`src/rtl/exp_pkg.sv`:
```
// exp_pkg: shared fixed-point widths and FSM state encoding for the exp datapath
package exp_pkg;
  localparam int Q7_25_W    = 32;
  localparam int Q7_25_FRAC = 25;
  localparam int Q2_14_W    = 16;
  localparam int Q2_14_FRAC = 14;
  typedef enum logic {ACCUM = 1'b0, DONE = 1'b1} state_t;
endpackage

```
`src/rtl/exp_sum_accum_if.sv`:
```
// exp_sum_accum_if: sample-in / sum-out handshake bundle for exp_sum_accum
// Signals: i_valid, i_data, o_ready (sample side); o_valid, i_ready, o_sum, o_ovf (sum side).
// master drives samples and i_ready; slave is the accumulator.
interface exp_sum_accum_if #(
  parameter int WIDTHIN = 32,
  parameter int ACC_W   = 40
);
  logic               i_valid;
  logic               o_ready;
  logic [WIDTHIN-1:0] i_data;
  logic               o_valid;
  logic               i_ready;
  logic [ACC_W-1:0]   o_sum;
  logic               o_ovf;
  modport master (output i_valid, i_data, i_ready, input o_ready, o_valid, o_sum, o_ovf);
  modport slave  (input i_valid, i_data, i_ready, output o_ready, o_valid, o_sum, o_ovf);
endinterface

```
`src/rtl/exp_sat_add.sv`:
```
// exp_sat_add: W-bit unsigned add with carry-out, wrapping or saturating
// Ports: a_i, b_i addends; s_o sum; c_o carry out of W bits.
// Macro EXP_SUM_SATURATE_EN: defined clamps s_o to all-ones on carry, undefined wraps.
module exp_sat_add #(
  parameter int W = 40
) (
  input  logic [W-1:0] a_i,
  input  logic [W-1:0] b_i,
  output logic [W-1:0] s_o,
  output logic         c_o
);
  logic [W:0] full;
  assign full = {1'b0, a_i} + {1'b0, b_i};
  assign c_o  = full[W];
`ifdef EXP_SUM_SATURATE_EN
  assign s_o = c_o ? '1 : full[W-1:0];
`else
  assign s_o = full[W-1:0];
`endif
endmodule

```
`src/rtl/exp_sum_accum.sv`:
```
// exp_sum_accum: sums FRAME_LEN Q7.25 exp samples into one Q(ACC_W-25).25 frame sum
// Ports: clk; reset (async, active-high); bus (slave): i_valid/o_ready/i_data accept samples,
//   o_valid/i_ready/o_sum/o_ovf present the frame sum and sticky overflow flag.
// Overflow handling (wrap or clamp) is selected by EXP_SUM_SATURATE_EN inside exp_sat_add.
module exp_sum_accum
  import exp_pkg::*;
#(
  parameter int WIDTHIN   = Q7_25_W,
  parameter int ACC_W     = 40,
  parameter int FRAME_LEN = 16
) (
  input logic            clk,
  input logic            reset,
  exp_sum_accum_if.slave bus
);
  localparam int CNT_W = $clog2(FRAME_LEN) + 1;
  state_t           state_q, state_d;
  logic [ACC_W-1:0] acc_q, acc_d, sum_q, sum_d, add_s, din;
  logic [CNT_W-1:0] cnt_q, cnt_d;
  logic             ovf_q, ovf_d, add_c, last;
  assign din  = {{(ACC_W-WIDTHIN){1'b0}}, bus.i_data};
  assign last = cnt_q == CNT_W'(FRAME_LEN - 1);
  exp_sat_add #(.W(ACC_W)) u_add (.a_i(acc_q), .b_i(din), .s_o(add_s), .c_o(add_c));
  always_comb begin
    state_d = state_q;
    acc_d   = acc_q;
    cnt_d   = cnt_q;
    sum_d   = sum_q;
    ovf_d   = ovf_q;
    if (state_q == DONE) begin
      if (bus.i_ready) begin
        state_d = ACCUM;
        acc_d   = '0;
        ovf_d   = 1'b0;
      end
    end else if (bus.i_valid) begin
      acc_d   = add_s;
      ovf_d   = ovf_q | add_c;
      cnt_d   = last ? '0 : cnt_q + 1'b1;
      state_d = last ? DONE : ACCUM;
      sum_d   = last ? add_s : sum_q;
    end
  end
  always_ff @(posedge clk or posedge reset) begin
    if (reset) begin
      state_q <= ACCUM;
      acc_q   <= '0;
      cnt_q   <= '0;
      sum_q   <= '0;
      ovf_q   <= 1'b0;
    end else begin
      state_q <= state_d;
      acc_q   <= acc_d;
      cnt_q   <= cnt_d;
      sum_q   <= sum_d;
      ovf_q   <= ovf_d;
    end
  end
  assign bus.o_ready = state_q == ACCUM;
  assign bus.o_valid = state_q == DONE;
  assign bus.o_sum   = sum_q;
  assign bus.o_ovf   = ovf_q;
endmodule

```
`src/flat_wrapper.sv`:
```
// flat-port wrapper written by rule: the top's interface ports become plain ports
module exp_sum_accum_flat import exp_pkg::*;
#(
  parameter int WIDTHIN   = Q7_25_W,
  parameter int ACC_W     = 40,
  parameter int FRAME_LEN = 16
)
  (clk, reset, bus_i_valid, bus_i_data, bus_i_ready, bus_o_ready, bus_o_valid, bus_o_sum, bus_o_ovf);
  exp_sum_accum_if #(.WIDTHIN(WIDTHIN), .ACC_W(ACC_W)) bus_i ();
  input logic clk;
  input logic reset;
  input wire logic [$bits(bus_i.i_valid)-1:0] bus_i_valid;
  input wire logic [$bits(bus_i.i_data)-1:0] bus_i_data;
  input wire logic [$bits(bus_i.i_ready)-1:0] bus_i_ready;
  output wire logic [$bits(bus_i.o_ready)-1:0] bus_o_ready;
  output wire logic [$bits(bus_i.o_valid)-1:0] bus_o_valid;
  output wire logic [$bits(bus_i.o_sum)-1:0] bus_o_sum;
  output wire logic [$bits(bus_i.o_ovf)-1:0] bus_o_ovf;
  assign bus_i.i_valid = bus_i_valid;
  assign bus_i.i_data = bus_i_data;
  assign bus_i.i_ready = bus_i_ready;
  assign bus_o_ready = bus_i.o_ready;
  assign bus_o_valid = bus_i.o_valid;
  assign bus_o_sum = bus_i.o_sum;
  assign bus_o_ovf = bus_i.o_ovf;
  exp_sum_accum #(.WIDTHIN(WIDTHIN), .ACC_W(ACC_W), .FRAME_LEN(FRAME_LEN)) u_core (.clk(clk), .reset(reset), .bus(bus_i));
endmodule
```
`config.mk`:
```
export PLATFORM = sky130hd
export DESIGN_NAME = exp_sum_accum_flat
export DESIGN_NICKNAME = d
export VERILOG_FILES = /design/src/rtl/exp_pkg.sv /design/src/rtl/exp_sum_accum_if.sv /design/src/rtl/exp_sat_add.sv /design/src/rtl/exp_sum_accum.sv /design/src/flat_wrapper.sv
export SDC_FILE = /design/constraint.sdc
export NUM_CORES = 1
export LEC_CHECK = 0
export CAP_MARGIN = 20
export CORE_MARGIN = 5
export CORE_UTILIZATION = 55
export DETAILED_ROUTE_END_ITERATION = 10
export PLACE_DENSITY = 0.8
export SLEW_MARGIN = 25
export SYNTH_ARGS = -nofsm -noshare
export SYNTH_HDL_FRONTEND = slang
export SYNTH_HIERARCHICAL = 1
export SYNTH_SLANG_ARGS = --single-unit
```
`constraint.sdc`:
```
create_clock -name clk -period 4.24 [get_ports clk]
set_input_delay 0.636 -clock clk [delete_from_list [all_inputs] [get_ports clk]]
set_output_delay 0.636 -clock clk [all_outputs]
set_load 0.02 [all_outputs]
```
==> flow_summary.toml, run 1 <==
[timing]
rsz0062_at_grt = "false"
tightest_slew_ns = 1.03
worst_slack_ns = 0.873
fmax_mhz = 297
slew_viol_final = 0
setup_viol = 0
tns_ns = 0
hold_viol = 0
holdWs_ns = 0.511
period_needed_ns = 3.37
clock_skew_ns = 0.0132
fin_crit_sh_pct = 79.4
slew_headroom_pct = 31.4

[logic_synthesis]
yosys.area.top_type_share_pct = 38.4
postSynthAreaPerCell_sq_um = 11.0
synth.most_common_cell = "dfrtp_1"
yosysTopAreaCell = "dfrtp_1"
synth_warnings = 6
synth_edf_count = 0
synth-async-reset-ratio_pct = 100
synth_cell_types = 60
ys.flop_type = "dfrtp_1"
ys_ff_latch = 87
yosysSeqAreaShare_pct = 38.4
yosys-top-cells-area = "dfrtp_1 38%, mux2_4 11%, ha_1 9.1%"
synthTopCellsByCount = "87 x dfrtp_1, 41 x ha_1, 40 x a21oi_1, 40 x a22o_1, 40 x mux2_4"
postSynthCellCount = 516
syn_area_sq_mm = 0.00566

[floorplanning]
start_util_pct = 55.6
dieArea_sq_mm = 0.0124
rows = 37
die_y_um = 111
io-pin-count = 79
core_area_sq_mm = 0.0102
fp.dieW_um = 111

[finish]
final_cells = 733
final_nets = 670
layout-drive-gt1-share_pct = 13.9
fill_cells = 764
diodes = 0
area_delta_synth_final_pct = 18.3

[power_and_ir_drop]
swShare_pct = 42.8
peakVddDrop_uv = 355
pwr-share-comb_pct = 62.5
seqPwrFrac_pct = 27.1
p_int_mw = 3.14
p_leak_nw = 3.02
p_per_area_mw_per_mm2 = 820
total_power_mw = 5.50
p_clk_share_pct = 10.4
switchingPower_mw = 2.35

[critical_path]
critPathArrivalTime_ns = 3.61
crit_type = "in -> reg"
worstPathRequired_ns = 4.49
worst_setup_path_end_kind = "register"
reg2regPathDepth = 11
r2r_slack_ns = 1.16
critPathMaxFanout = 4
cp-start-kind = "primary input"

[detailed_routing]
dr.pass1.iters = 4
finalWirelength_mm = 12.7
via_per_inst = 5.92
ant_nets = 0
via_count = 4343
wl_per_cell_um = 17.4
route.detailed.drc = 0
drtIter0Drc = 170

[clock_network]
cts_tree = "done"
cts-resized-gates = 0
cts.clk_slew.worst_paths_ns = 0.08
numCtsBuffers = 9
clock-sinks = 87
clock_path_buffers = 2
cts-hold-fix-buffers = 0
post_cts_buffers = 0
clk_latency_ns = 0.37
clockRootBuffer = "clkbuf_8"
htreeDepth = 3

[outcome]
status = "completed"

[min_path]
hold_path_depth = 1
hold_path.class = "reg -> reg"

[placed_design]
gp_congestion = 0.927
placedCellCount = 717
dp_slack_ns = 0.559
io_buffers = 78
dp_hpwl_mm = 9.39

[global_route]
grt_overflow = 0
grt_max_degree = 46
antenna_found_initial = 0
grt_pass1_vias = 4446
grt_pass1_wl_mm = 21.5
track_usage_pct = 20.9

[job]
max-cap-violations = 0
[flip-flops by register name, summed over array words and instances (netlist names)]
name / count
u_core/bus.o_ovf: 1
u_core/acc_q: 40
u_core/bus.o_sum: 40
u_core/bus.o_valid: 1
u_core/cnt_q: 5
[stage by stage]
| stage | instance area, sq um | util (%) |
|---|---|---|
| 6_report | 6700 | 65.8 |
| 5_1_grt | 6700 | 65.8 |
| 4_1_cts | 6700 | 65.8 |
| 3_5_place_dp | 6510 | 63.9 |
| 3_3_place_gp | 6510 | 63.9 |
| 2_1_floorplan | 5690 | - |
[worst paths after layout]
check | start | endpoint
max | bus_i_data[0] | u_core/bus.o_sum[26]
min | u_core/acc_q[5] | u_core/acc_q[5]
max reg2reg | u_core/acc_q[0] | u_core/bus.o_sum[26]
min reg2reg | u_core/acc_q[5] | u_core/acc_q[5]
max in group asynchronous | reset | u_core/bus.o_sum[36]
min in group asynchronous | reset | u_core/bus.o_sum[14]
[placed cells by master (no fill, tap or decap), drive strengths merged, types with 2 or more instances in the layout]
master	netlist	routed
a211o	2	2
a211oi	6	6
a21boi	3	3
a21o	19	19
a21oi	43	43
a22o	40	40
a31oi	2	2
a41oi	2	2
buf	17	4
clkbuf	7	10
clkdlybuf4s50	0	78
clkinv	0	5
conb	1	8
dfrtp	87	87
ha	41	41
inv	6	5
mux2	40	40
nand2	33	33
nand2b	7	7
nand3	10	10
nand4	10	10
nor2	20	20
nor2b	6	6
nor3	4	4
o211ai	4	4
o21a	14	14
o21ai	29	29
o21bai	3	3
o22ai	4	4
or2	3	3
xnor2	24	24
xor2	13	13
[critical path, stage by stage]
cell             delay (ns)
clkdlybuf4s50_1        0.42
ha_1                   0.23
fa_1                   0.45
a211o_1                0.37
a21o_1                 0.20
a211oi_2               0.24
nor2_2                 0.12
a21o_1                 0.21
o21ai_1                0.20
o21ai_1                0.12
xor2_1                 0.16
mux2_4                 0.26
[per-layer routing]
metal	track usage, %	up-vias	share of wire, %
met5	0	-	0
met4	8.92	0	2.3
met3	3.86	25	4.8
met2	32.9	131	46
met1	28.3	2124	47
li1	-	2063	-
[layout make-up]
type | instances | area (sq um) | area share [%]
Timing Repair Buffer | 82 | 811 | 12.1
Inverter | 6 | 23.8 | 0.355
Clock buffer | 10 | 128 | 1.91
Tap cell | 136 | 170 | 2.54
Sequential cell | 87 | 2180 | 32.5
Multi-Input combinational cell | 406 | 3330 | 49.7
Clock inverter | 6 | 61.3 | 0.915
[cell families after synthesis]
logic type / after synthesis / synth area share [%]
adders and majority gates: 42 / 9.41
and+or+nand+nor: 101 / 9.32
DFF: 87 / 38.4
xor gates and xnor gates: 37 / 5.72
buffers and inverters: 30 / 3.40
AOI/OAI and AO/OA: 178 / 23.0
muxes: 40 / 10.6
other: 1 / 0.0662
[power by group through the flow]
| stage | registers (mW) | clock network, mW | logic, mW |
|---|---|---|---|
| finish | 1.49 | 0.573 | 3.43 |
| global route | 1.54 | 0.629 | 3.74 |
| CTS | 1.49 | 0.591 | 3.41 |
| detailed placement | 1.49 | 0 | 3.40 |
| global placement | 1.48 | 0 | 3.31 |
| floorplan | 1.67 | 0 | 2.30 |
No activity file was read; power rests on OpenSTA's default activity.
==> run 2: changes to the inputs <==
- CORE_UTILIZATION: 55 -> 50
- PLACE_DENSITY: 0.8 -> 0.77
- clock period: 4.24 -> 2.9 ns (I/O delays scaled with it)
==> flow_summary.toml, run 2 (synthesized netlist as in run 1, its figures left out) <==
[placed_design]
placedCellCount = 786
io_buffers = 78
gp_congestion = 0.896
dp_hpwl_mm = 10.4

[global_route]
grt_pass1_vias = 5021
track_usage_pct = 22.3
grt_max_degree = 41
antenna_found_initial = 0
grt_pass1_wl_mm = 24.1
grt_overflow = 0

[timing]
setup_viol = 0
slew_viol_final = 0
tns_ns = 0
fmax_mhz = 347
hold_viol = 0
tightest_slew_ns = 0.600
clock_skew_ns = 0.00485
rsz0062_at_grt = "true"
slew_headroom_pct = 60.0
period_needed_ns = 2.88
fin_crit_sh_pct = 99.3

[floorplanning]
io-pin-count = 79
dieArea_sq_mm = 0.0136
start_util_pct = 51.6
rows = 38
die_y_um = 116
core_area_sq_mm = 0.0110
fp.dieW_um = 116

[detailed_routing]
ant_nets = 0
wl_per_cell_um = 17.5
via_per_inst = 5.69
drtIter0Drc = 236
finalWirelength_mm = 14.1
via_count = 4587
route.detailed.drc = 0
dr.pass1.iters = 5

[critical_path]
worst_setup_path_end_kind = "register"
critPathMaxFanout = 4
critPathArrivalTime_ns = 3.11
cp-start-kind = "primary input"
crit_type = "in -> reg"
worstPathRequired_ns = 3.13
crit_chain = "clkdlybuf4s50_1 -> fa_2 -> a211o_1 -> a21o_1 -> a211oi_2 -> nor2_4 -> a21oi_4 -> o2111ai_2 -> a21boi_2 -> xnor2_1 -> mux2_4"
worstSetupStartpoint = "bus_i_data[1]"
crit_path_top_delay_cell = "clkdlybuf4s50_1"
worst_r2r_startpoint = "u_core/acc_q[0]"
slowest_delay_ns = 0.46

[power_and_ir_drop]
peakVddDrop_uv = 728
p_per_area_mw_per_mm2 = 1240
p_leak_nw = 3.43

[clock_network]
clock-sinks = 87
cts-hold-fix-buffers = 0
cts.clk_slew.worst_paths_ns = 0.06
clk_latency_ns = 0.34
htreeDepth = 3
cts_tree = "done"
clockRootBuffer = "clkbuf_16"
numCtsBuffers = 9
clock_path_buffers = 2

[job]
max-cap-violations = 0

[min_path]
hold_path.class = "in -> async"

[finish]
layout-drive-gt1-share_pct = 24.6
area_delta_synth_final_pct = 30.8
final_cell_mix = "87 x dfrtp_1, 77 x clkdlybuf4s50_1, 75 x buf_4"
diodes = 0
final_cells = 806
final_common_cell = "dfrtp_1"
final_nets = 742

[outcome]
status = "completed"
==> run 2: power by group <==
group          switching (mW)  leakage, nW  internal (mW)
logic                    2.85         2.22           3.02
clock network           0.463        0.136          0.635
registers               0.395         1.07           1.80
==> run 2: stage by stage <==
step           hold slack [ns]  worst slack (ns)  instance area, sq um  power (mW)  utilization (%)
6_report                 0.464            0.0200                  7410        9.16             67.5
5_1_grt                  0.501           -0.0928                  7410        9.83             67.5
4_1_cts                  0.473           0.00188                  7330        9.01             66.7
3_5_place_dp             0.492            -0.534                  7020        7.80             63.9
3_3_place_gp             0.473            -0.481                  7020        7.63             63.9
2_1_floorplan            0.457            0.0532                  5690        5.81                -
==> run 2: final cells by class <==
| type | count | area (sq um) |
|---|---|---|
| flip-flops and latches | 87 | 2180 |
| repair buffers | 154 | 1360 |
| clock buffers | 12 | 267 |
| inverters | 6 | 23.8 |
| multi-input cells | 406 | 3400 |
| well taps | 140 | 175 |
| clock inverters | 1 | 5.00 |
| fillers | 846 | 3570 |
==> run 2: metal layers <==
layer | up-vias | global-route usage, % | wire, um
li1 | 2204 | - | -
met1 | 2230 | 28.9 | 6500
met2 | 138 | 37.2 | 6690
met3 | 15 | 5.08 | 704
met4 | 0 | 6.88 | 169
met5 | - | 0 | 0
==> run 2: worst paths after layout <==
| check | to | slack (ns) | cells past startpoint |
|---|---|---|---|
| worst max register to register | u_core/bus.o_sum[36] | 0.02 | 11 |
| worst min register to register | u_core/acc_q[19] | 0.51 | 1 |
| worst min-delay path | u_core/bus.o_sum[3] | 0.46 | 2 |
| max in group asynchronous | u_core/acc_q[12] | 1.79 | 3 |
| min in group clk | u_core/acc_q[19] | 0.51 | 1 |
| worst max-delay path | u_core/bus.o_sum[36] | 0.02 | 11 |
==> run 2: timing repair <==
item | in CTS | in global routing
gates resized for setup | 4 | 10
gates cloned | 0 | 0
buffers inserted | 4 | 3
pin swaps | 10 | 13
endpoints found under the setup margin | 17 | 19
==> run 2: worst max-delay path: cells and delay by family <==
family | cells | cell delay (ns)
XOR/XNOR | 1 | 0.10
adder cells (fa/ha/maj) | 1 | 0.41
AO/OA/AOI/OAI | 6 | 1.33
buffers and inverters | 1 | 0.46
AND/OR/NAND/NOR | 1 | 0.09
multiplexers | 1 | 0.27
